--- src/rtl/registers.sv ---
// RISC-V style integer register file: two combinational read ports, one
// synchronous write port, x0 hard-wired to zero, asynchronous clear.
module registers #(
    parameter int DATA_WIDTH = 32,
    parameter int NUM_REGS   = 32,
    parameter int ADDR_WIDTH = $clog2(NUM_REGS)
) (
    input  logic                  clk,
    input  logic                  rst_n,
    input  logic                  regWrite,
    input  logic [ADDR_WIDTH-1:0] writeRegister,
    input  logic [DATA_WIDTH-1:0] writeData,
    input  logic [ADDR_WIDTH-1:0] readRegister1,
    input  logic [ADDR_WIDTH-1:0] readRegister2,
    output logic [DATA_WIDTH-1:0] readData1,
    output logic [DATA_WIDTH-1:0] readData2
);

    logic [DATA_WIDTH-1:0] regs_q [NUM_REGS];
    logic [DATA_WIDTH-1:0] regs_d [NUM_REGS];

    // Entry 0 is never loaded, so it keeps its reset value of zero forever.
    always_comb begin
        regs_d = regs_q;
        for (int i = 1; i < NUM_REGS; i++) begin
            if (regWrite && (writeRegister == ADDR_WIDTH'(i))) begin
                regs_d[i] = writeData;
            end
        end
    end

    always_ff @(posedge clk or negedge rst_n) begin
        if (!rst_n) begin
            for (int i = 0; i < NUM_REGS; i++) begin
                regs_q[i] <= '0;
            end
        end else begin
            regs_q <= regs_d;
        end
    end

    // No bypass: a same-cycle write becomes visible only after the edge.
    assign readData1 = regs_q[readRegister1];
    assign readData2 = regs_q[readRegister2];

endmodule

--- config.mk ---
export PLATFORM = sky130hd
export DESIGN_NAME = registers
export DESIGN_NICKNAME = d
export VERILOG_FILES = /design/src/rtl/registers.sv
export SDC_FILE = /design/constraint.sdc
export NUM_CORES = 2
export LEC_CHECK = 0
export CAP_MARGIN = 15
export CORE_MARGIN = 2
export CORE_UTILIZATION = 55
export DETAILED_ROUTE_END_ITERATION = 7
export PLACE_DENSITY = 0.7
export SLEW_MARGIN = 20
export SYNTH_ARGS = -nofsm -noshare
export SYNTH_HDL_FRONTEND = slang
export SYNTH_SLANG_ARGS = --single-unit
--- constraint.sdc ---
create_clock -name clk -period 6 [get_ports clk]
set_clock_uncertainty 0.2 [all_clocks]
set_input_delay 1.2 -clock clk [delete_from_list [all_inputs] [get_ports clk]]
set_output_delay 1.2 -clock clk [all_outputs]
set_load 0.02 [all_outputs]
# == Word level (Yosys, flattened, before mapping) ==
# Index checks and enable logic that the tools add are counted.
# word_totals
register_bits,992
input_bits,50
word_cells,103
# op_classes
n_lt_le_gt_ge,2
eq_ne,31
n_mux,6
n_bitwise,2
n_reduce_logical,31
# op_table
cell,count
$bmux W32 S5,2
$mux W32,4
$eq A5 B5 Y1 const B,16
$eq A5 B4 Y1 const B,8
$logic_and A1 B1 Y1,31
$eq A5 B3 Y1 const B,4
$ge A6 B6 Y1 const B,2
$not A5 Y6,2
$eq A5 B2 Y1 const B,2
$eq A5 B1 Y1 const B,1

# == Longest topological paths before layout ==
# logic_depth
depth_word,4
mapped_depth,9

# == Worst setup path before layout ==
# OpenSTA, ideal clock, no wires.
# synth_path
kind,input port to output port
from,in readRegister1[0]
to,out readData1[23]
arrival_ps,2767
required_ps,4600
path_slack_ps,1833
path_stages,9
n_path_buf,5
cell_sequence,buf_4 -> buf_6 -> buf_6 -> buf_6 -> buf_6 -> mux2i_1 -> o22ai_1 -> a211oi_1 -> o31ai_1
# synth_via
elab_chain_cells,4
# synth_lines
item,line,rtl
"start, declared",13,"input logic [ADDR_WIDTH-1:0] readRegister1,"
$not A5 Y6 (not written as such),43,assign readData1 = regs_q[readRegister1];
$bmux W32 S5,43,
$mux W32 (not written as such) (2 in a row),43,
"end, declared",15,"output logic [DATA_WIDTH-1:0] readData1,"
# Every way passes these cells. The select of a mux whose other input is x is not followed.

# == Worst setup path after layout ==
# layout_path
from,in readRegister2[1]
to,out readData2[29]
# layout_via
elab_chain_cells,4
# layout_lines
item,line,rtl
"start, declared",14,"input logic [ADDR_WIDTH-1:0] readRegister2,"
$not A5 Y6 (not written as such),44,assign readData2 = regs_q[readRegister2];
$bmux W32 S5,44,
$mux W32 (not written as such) (2 in a row),44,
"end, declared",16,output logic [DATA_WIDTH-1:0] readData2
# Every way passes these cells. The select of a mux whose other input is x is not followed.

==> run_results.csv <==
group,metric,value,unit
sta,hold_viol_final,0,
sta,rsz0062_at_grt,"no",
power_and_ir_drop,p_sw_share,27.7,%
synthesis,synth.avg_cell_area,14.6,sq um
clocking,cts_tree,"yes",
critical_path,cpPeakStageDelay,0.84,ns
drt,drt_wl_total,165,mm
grt,grt_pass1_wl,245,mm
clocking,cts_resized,0,
synthesis,synth_fp_nets,3689,
drt,routedWlPerCell,33.2,um
floorplanning,start_util,55.3,%
critical_path,critPathSlowestCell,"o31ai_1",
sta,slew_headroom,24.6,%
synthesis,synth_mux_area_share,41.6,%
grt,met2_usage,51.6,%
critical_path,cp.required,4.60,ns
power_and_ir_drop,p_int,0.0147,W
critical_path,startpoint_type,"input pin",
critical_path,crit_top_cell,"buf_4",
sta,period_share,94.8,%
finish,postLayoutCoreUtil,61.7,%
grt,grt_pass1_vias,36700,
critical_path,crit_type,"in2out",
synthesis,yosysTopAreaCellShare,46.6,%
finish,final_cell_mix,"mux2_2 (1035), dfrtp_1 (992), mux4_2 (384)",
power_and_ir_drop,power.density,341,mW/mm^2
clocking,cts_hold_buf,0,
clocking,clk_path_buf_depth,3,
drt,drc,0,
clocking,post_cts_buffers,0,
grt,grt_usage,33.3,%
clocking,cts_num_sinks,992,
floorplanning,num_rows,114,
grt,top_usage_layer,"met2",
power_and_ir_drop,vdd_ir_drop_max,0.000234,V
drt,via_per_inst,7.12,
critical_path,crit_chain,"buf_4 -> buf_4 -> mux2_2 -> a22o_1 -> a211oi_1 -> o31ai_1 -> clkdlybuf4s50_1",
power_and_ir_drop,comb_power_share,21.5,%
grt,gr-total-overflow,0,
power_and_ir_drop,clkPwrFrac,34.0,%
finish,largest_register_ffs,992,
synthesis,ys_seq_area_share,46.6,%
critical_path,path_max_fanout,25,
synthesis,ys_top_cells_by_area,"dfrtp_1 (47%), mux2_2 (22%), mux4_2 (16%)",
clocking,h-tree-depth,3,
sta,setup_slack,0.311,ns
synthesis,yosys.area.top_type,"dfrtp_1",
outcome,status,"complete, no violations",
finish,reg_top3,"regs_q (992)",
finish,top_register,"regs_q",
grt,antenna_found_initial,13,
placement,dp_hpwl,99.7,mm
synthesis,synth_top_family_by_area,"multiplexers",
synthesis,synth-simple-area-share,1.81,%
critical_path,crit_arrival,4.29,ns
drt,drt_pass1_iterations,7,
clocking,cts_root_buf,"clkbuf_16",
sta,max_clock_freq,176,MHz
floorplanning,core,0.0963,sq mm
placement,place_congestion,0.860,
synthesis,yosysWarnings,0,
synthesis,synth_seq_cells,992,
worst_hold_path,hp-class,"reg2reg",
drt,ant_nets,0,
drt,num_vias,35400,
synthesis,post_synth_fa_ha_maj_area_fraction,0,%
finish,area_growth,11.6,%
finish,drive_gt1_share,49.2,%
power_and_ir_drop,p_leak,25.8,nW
synthesis,synth.distinct_cells,32,
synthesis,ys.flop_type,"dfrtp_1",
synthesis,synthXorXnorAreaFrac,0,%
synthesis,async_reset_ff_share,100,%
synthesis,netlist_area,0.0532,sq mm
sta,worst_pin_slew,1.13,ns
floorplanning,die_h,315,um
drt,drt_iter0_drc,3471,
placement,dp_slack,0.412,ns
placement,port_buffers,113,
finish,final_net_count,3656,
sta,tns,0,ns
synthesis,synth_compound_area_share,6.32,%
floorplanning,die_area,0.0993,sq mm
critical_path,end_kind,"primary output",
floorplanning,die_w,315,um
power_and_ir_drop,p_seq_share,44.5,%
clocking,clk_pin_slew,0.06,ns
sta,layout_min_cycle_time,5.69,ns
floorplanning,io-pin-count,114,
sta,finalSetupViolCount,0,
grt,grt_max_degree,151,
grt,use_met3,7.56,%
job,max_cap_viol_count,0,
clocking,clock_latency,0.69,ns
power_and_ir_drop,switchingPower,0.00561,W
clocking,cts_buffers,107,
finish,final_common_cell,"mux2_2",
sta,slew_violations,0,
synthesis,netlist_instances,3639,
synthesis,synth_edf_count,0,
grt,grt_use_met1,45.4,%
stage by stage:
step,std cells,instance area (sq um),power [W],hold slack [ns]
floorplan,3639,53200,0.0119,0.271
global placement,4773,55800,0.0131,0.281
detailed placement,4773,55800,0.0134,0.305
CTS,4966,59400,0.0203,0.318
global route,4967,59400,0.0210,0.323
finish,4971,59400,0.0203,0.319
cells by family (layout without fill, tap and decap cells):
family | after synthesis | after routing
and+or+nand+nor | 189 | 189
buffers and inverters | 410 | 461
other | 0 | 5
DFF | 992 | 992
muxes | 1600 | 1600
AOI/OAI and AO/OA | 448 | 448
routing by layer:
layer  share of wire (%)  wire (um)  up-vias
met5               0.068        113        -
met4                 4.5       7500       18
met3                 9.1      14900      480
met2                  47      77200     1870
met1                  40      65200    19000
li1                    -          -    14000
worst max-delay path, delay by kind of cell:
family,cells,cell delay (ns)
buffers and inverters,3,1.73
AOI/OAI and AO/OA,3,1.03
muxes,1,0.27
cells in the mapped netlist, types with 8 or more instances:
cell	number
a211oi_1	64
a22o_1	192
and2_1	34
and3_1	32
buf_1	8
buf_2	137
buf_4	28
buf_6	16
clkbuf_1	218
dfrtp_1	992
mux2_1	21
mux2_2	1035
mux2i_1	160
mux4_2	384
nand2_1	79
nor2_1	15
nor2b_1	10
o21ai_1	64
o22ai_1	64
o31ai_1	64
layout make-up:
class	instances	area, sq um
multi-input cells	2237	26700
repair buffers	266	2590
flip-flops and latches	992	24800
well taps	1276	1600
clock buffers	154	3130
diodes	5	12.5
clock inverters	39	537
inverters	2	7.51
fillers	7016	36900
power groups by stage:
stage / sequential, W / clock (W) / combinational, W
2_1_floorplan: 0.00871 / 0 / 0.00323
3_3_place_gp: 0.00893 / 0 / 0.00419
3_5_place_dp: 0.00909 / 0 / 0.00433
4_1_cts: 0.00897 / 0.00697 / 0.00435
5_1_grt: 0.00916 / 0.00725 / 0.00462
6_report: 0.00903 / 0.00690 / 0.00436
path summary, 6_finish.rpt:
kind / from / endpoint / slack [ns] / cells after the start
worst max-delay path: readRegister2[1] / readData2[29] / 0.31 / 7
worst min-delay path: regs_q[410] / regs_q[410] / 0.32 / 1
worst max register to register: regs_q[239] / regs_q[239] / 4.97 / 1
worst min register to register: regs_q[410] / regs_q[410] / 0.32 / 1
max in group asynchronous: rst_n / regs_q[392] / 3.85 / 2
min in group asynchronous: rst_n / regs_q[89] / 0.36 / 1
Power figures use the tool's default switching activity.
